## config.mk

```make
export PLATFORM = sky130hd
export DESIGN_NAME = condicionador_jogada
export DESIGN_NICKNAME = d
export VERILOG_FILES = /design/src/rtl/condicionador_jogada.sv
export SDC_FILE = /design/constraint.sdc
export NUM_CORES = 1
export LEC_CHECK = 0
export BUFFER_PORTS_ARGS = -buffer_cell sky130_fd_sc_hd__buf_2
export CORE_ASPECT_RATIO = 0.8
export CORE_UTILIZATION = 55
export DETAILED_ROUTE_END_ITERATION = 8
export GPL_ROUTABILITY_DRIVEN = 0
export PLACE_DENSITY_LB_ADDON = 0.08
export SETUP_SLACK_MARGIN = 0.15
export SYNTH_ARGS = -nofsm -noshare
export SYNTH_HDL_FRONTEND = slang
export SYNTH_SLANG_ARGS = --single-unit
```

## constraint.sdc

```tcl
create_clock -name clock -period 2.4 [get_ports clock]
set_input_delay 0.48 -clock clock [delete_from_list [all_inputs] [get_ports clock]]
set_output_delay 0.48 -clock clock [all_outputs]
set_load 0.1 [all_outputs]
```

## src/rtl/condicionador_jogada.sv

```systemverilog
// Button conditioner for the game: two-flop synchronizer, press/release debounce,
// multi-button rejection and one strobe per physical press.
module condicionador_jogada #(
    parameter int unsigned N_BOTOES        = 4,
    parameter int unsigned DEBOUNCE_CICLOS = 5
) (
    input  logic                clock,
    input  logic                reset,
    input  logic                limpa,
    input  logic [N_BOTOES-1:0] botoes,
    output logic                jogada,
    output logic [N_BOTOES-1:0] jogada_valor,
    output logic                multipla,
    output logic [2:0]          db_estado_cond
);

    localparam int unsigned CW = $clog2(DEBOUNCE_CICLOS + 1);
    localparam logic [CW-1:0] CONT_ALVO = CW'(DEBOUNCE_CICLOS - 1);
    localparam logic [CW-1:0] CONT_MAX  = CW'(DEBOUNCE_CICLOS);

    typedef enum logic [2:0] {
        OCIOSO         = 3'd0,
        FILTRA_PRESSAO = 3'd1,
        EMITE          = 3'd2,
        REJEITA        = 3'd3,
        ESPERA_SOLTURA = 3'd4,
        FILTRA_SOLTURA = 3'd5
    } estado_t;

    estado_t             estado_q, estado_d;
    logic [N_BOTOES-1:0] sinc1_q, botoes_s_q;
    logic [N_BOTOES-1:0] candidato_q, candidato_d;
    logic [N_BOTOES-1:0] valor_q, valor_d;
    logic [CW-1:0]       cont_q, cont_d;
    logic                jogada_q, multipla_q;
    logic [CW-1:0]       cont_inc;
    logic                um_quente;

    // Saturating count so a large DEBOUNCE_CICLOS never wraps back into range.
    assign cont_inc  = (cont_q == CONT_MAX) ? cont_q : cont_q + CW'(1);
    assign um_quente = (candidato_q != '0) &&
                       ((candidato_q & (candidato_q - N_BOTOES'(1))) == '0);

    always_comb begin
        estado_d    = estado_q;
        cont_d      = cont_q;
        candidato_d = candidato_q;
        valor_d     = valor_q;
        case (estado_q)
            OCIOSO: begin
                if (botoes_s_q != '0) begin
                    candidato_d = botoes_s_q;
                    cont_d      = '0;
                    estado_d    = FILTRA_PRESSAO;
                end
            end
            FILTRA_PRESSAO: begin
                if (botoes_s_q == '0) begin
                    estado_d = OCIOSO;
                end else if (botoes_s_q != candidato_q) begin
                    candidato_d = botoes_s_q;
                    cont_d      = '0;
                end else if (cont_q == CONT_ALVO) begin
                    if (um_quente) begin
                        estado_d = EMITE;
                        valor_d  = candidato_q;
                    end else begin
                        estado_d = REJEITA;
                    end
                end else begin
                    cont_d = cont_inc;
                end
            end
            EMITE, REJEITA: estado_d = ESPERA_SOLTURA;
            ESPERA_SOLTURA: begin
                if (botoes_s_q == '0) begin
                    cont_d   = '0;
                    estado_d = FILTRA_SOLTURA;
                end
            end
            FILTRA_SOLTURA: begin
                if (botoes_s_q != '0) begin
                    estado_d = ESPERA_SOLTURA;
                end else if (cont_q == CONT_ALVO) begin
                    estado_d = OCIOSO;
                end else begin
                    cont_d = cont_inc;
                end
            end
            default: estado_d = ESPERA_SOLTURA;
        endcase
        // A clear from the control unit overrides every transition, EMITE included.
        if (limpa) begin
            estado_d    = ESPERA_SOLTURA;
            cont_d      = '0;
            candidato_d = '0;
            valor_d     = '0;
        end
    end

    always_ff @(posedge clock or posedge reset) begin
        if (reset) begin
            sinc1_q     <= '0;
            botoes_s_q  <= '0;
            estado_q    <= ESPERA_SOLTURA;
            cont_q      <= '0;
            candidato_q <= '0;
            valor_q     <= '0;
            jogada_q    <= 1'b0;
            multipla_q  <= 1'b0;
        end else begin
            sinc1_q     <= botoes;
            botoes_s_q  <= sinc1_q;
            estado_q    <= estado_d;
            cont_q      <= cont_d;
            candidato_q <= candidato_d;
            valor_q     <= valor_d;
            jogada_q    <= (estado_d == EMITE);
            multipla_q  <= (estado_d == REJEITA);
        end
    end

    assign jogada         = jogada_q;
    assign multipla       = multipla_q;
    assign jogada_valor   = valor_q;
    assign db_estado_cond = estado_q;

endmodule
```

==> results.yml <==
outcome:
  status: "finished clean"
synthesis:
  ys_seq_area_share_pct: 50.53
  ys_types: 37
  syn_nets: 117
  yosys_register_bits: 24
  async_flop_share_pct: 100.0
  avgSynthCellArea_um2: 11.13
  yosysWarnings: 0
  yosysTopAreaCellShare_pct: 48.32
  synth_area_um2: 1191
  netlist_instances: 107
  ys_top_cells_by_area: "dfrtp_1 48%, mux2i_1 6.7%, nand2_1 4.7%, nor4_4 3.6%, ha_1 3.2%"
  synth_ff_type: "dfrtp_1"
  synth_top_cell_by_area: "dfrtp_1"
  synth_enable_flop_cells: 0
timing:
  finalCritPeriodShare_pct: 78.19
  finalSetupTns_ns: 0
  maxSlewViolCount: 0
  rsz0062_at_grt: "no"
  max-slew-margin-rel_pct: 67.74
  timing.final.crit_period_ns: 1.877
  setup_violations: 0
  timing.hold.ws_ns: 0.1788
  clock.fmax_ghz: 0.5329
  skew_ns: 0.01103
  hold_violations: 0
  tightest_slew_ns: 0.4872
global_route:
  grtUsageMet2_pct: 27.90
  grt_use_met1_pct: 31.05
  antenna_found_initial: 0
  grt_pass1_vias: 726
  grt_max_degree: 25
  grt_first_pass_wirelength_um: 3367
  grt_busiest_layer: "met1"
  grt.overflow.total: 0
  grt_usage_pct: 20.22
  grtUsageMet3_pct: 6.316
min_path:
  worstHoldPathType: "input port to asynchronous set/reset pin"
drt:
  drt_pass1_iterations: 4
  drc: 0
  vias_per_cell: 5.497
  drtAntennaViolNets: 0
  detail_route.iter0.violations: 30
  vias: 819
  wl_um: 2045
  avgRoutedWirePerCell_um: 13.72
clock_network:
  cts_resized: 0
  ctsRootBufferMaster: "clkbuf_4"
  cts_buffers: 3
  cts-hold-fix-buffers: 0
  clkLatencyLatePin_ns: 0.31
  path_clk_slew_ns: 0.13
  htreeDepth: 1
  ctsLongestPathBuffers: 2
  cts.sinks: 24
  cts_tree: "done"
  cts_setup_buffers: 0
die:
  initial_core_util_pct: 60.71
  die_x_um: 54.03
  die-area_um2: 2357
  die_h_um: 43.63
  core_region_area_um2: 1962
  io_pins: 16
  rows: 14
critical_path:
  r2r_slack_ns: 0.65
  cp.buffers_inverters: 1
  cp_data_required_time_ns: 1.92
  crit_fanout: 10
  critPathTopFamily: "flip-flops"
  r2r_cells: 6
  worstPathCellList: "buf_2"
  max_stage_delay_ns: 0.64
  path_class: "register to primary output"
  start_kind: "register"
  crit_slowest_cell: "dfstp_2"
  r2r-end: "jogada_valor[0]"
  end_kind: "primary output"
  arrival_ns: 1.40
  r2r_start: "cont_q[1]"
placed_design:
  dp_hpwl_um: 1581
  dpl.cell_count: 145
  port_buffers: 15
power_and_ir_drop:
  p_sw_share_pct: 20.91
  p_leak_nw: 0.6639
  seq_power_share_pct: 55.6
  p_sw_uw: 159.5
  p_comb_share_pct: 7.1
  vdd_drop_max_uv: 575.4
  cellInternalPower_uw: 603.4
  cellPowerDensity_nw_per_um2: 565.1
  pwr-share-clk_pct: 37.2
  power.total_uw: 762.8
final_layout:
  drive_gt1_share_pct: 24.80
  finalNonFillerCells: 149
  nNetsFinal: 136
  antennaDiodeCount: 0
  post-route-util_pct: 68.81
  area_growth_pct: 13.34
run:
  cap_violations: 0
==> cell usage after synthesis (all sizes together) (3+ instances only) <==
| cell type | number |
|---|---|
| dfrtp | 23 |
| nor2 | 4 |
| nor4 | 3 |
| o21ai | 6 |
| a211oi | 3 |
| mux2i | 8 |
| inv | 8 |
| ha | 3 |
| nand2 | 15 |
| xor2 | 4 |
==> worst min-delay path, delay by kind of cell <==
kind     cells  cell delay (ns)
buf+inv      3             0.42
==> per-layer routing <==
metal	part of all wire, %	up-vias	wire length [um]
li1	-	413	-
met2	42	20	860
met4	0.68	0	14
met3	5.1	2	105
met1	52	384	1065
met5	0	-	0
==> metrics by stage <==
step	setup slack, ns	cell area, um^2
6_report	0.5233	1350
5_1_grt	0.4380	1350
4_1_cts	0.5125	1350
3_5_place_dp	0.6576	1297
3_3_place_gp	0.6807	1297
2_1_floorplan	0.3579	1191
==> layout by cell type (no fill, tap or decap), types with 2 or more instances in the layout <==
master / n
a211oi_2: 2
a31oi_1: 2
and3_1: 2
buf_2: 15
buf_4: 2
clkbuf_4: 3
dfrtp_1: 23
ha_1: 3
inv_1: 7
mux2i_1: 8
nand2_1: 15
nand4_1: 2
nor2_1: 4
nor3_1: 2
nor4_4: 2
o21ai_0: 5
or3_1: 2
xnor2_1: 2
xor2_1: 4
==> logic make-up after synthesis <==
group           Yosys count  synth area share, %
compound gates           18                12.18
fa+ha+maj                 3                3.152
mux                       9                7.983
xor+xnor                  6                4.412
flops                    24                50.53
simple gates             36                18.07
buf+inv                  11                3.676
==> worst max path at each step <==
stage	start	to	slack, ns	cells after the start
after floorplan	db_estado_cond[2]	cont_q[0]	0.36	5
after global placement	cont_q[0]	jogada_valor[0]	0.68	6
after detailed placement	botoes_s_q[0]	cont_q[0]	0.66	4
after CTS	db_estado_cond[2]	db_estado_cond[2]	0.51	1
after global routing	db_estado_cond[2]	db_estado_cond[2]	0.44	1
final	db_estado_cond[2]	db_estado_cond[2]	0.52	1
==> final cells by class <==
| class | count | area (um^2) |
|---|---|---|
| clock inverters | 1 | 30.03 |
| repair buffers | 17 | 90.09 |
| multi-input cells | 72 | 545.5 |
| well taps | 24 | 30.03 |
| flip-flops and latches | 24 | 601.8 |
| fillers | 155 | 611.8 |
| inverters | 8 | 30.03 |
| clock buffers | 3 | 22.52 |
==> registers in the layout, summed over array words and instances (netlist names) <==
| signal | flops |
|---|---|
| cont_q | 3 |
| db_estado_cond | 3 |
| multipla | 1 |
| sinc1_q | 4 |
| jogada | 1 |
| jogada_valor | 4 |
| botoes_s_q | 4 |
| candidato_q | 4 |
==> power groups by stage <==
stage / registers (mW) / clock network [mW] / logic (mW)
floorplan: 0.431 / 0 / 0.0393
global placement: 0.432 / 0 / 0.0540
detailed placement: 0.432 / 0 / 0.0548
CTS: 0.425 / 0.294 / 0.0550
global route: 0.426 / 0.308 / 0.0614
finish: 0.425 / 0.284 / 0.0543
No activity file was read; power rests on OpenSTA's default activity.
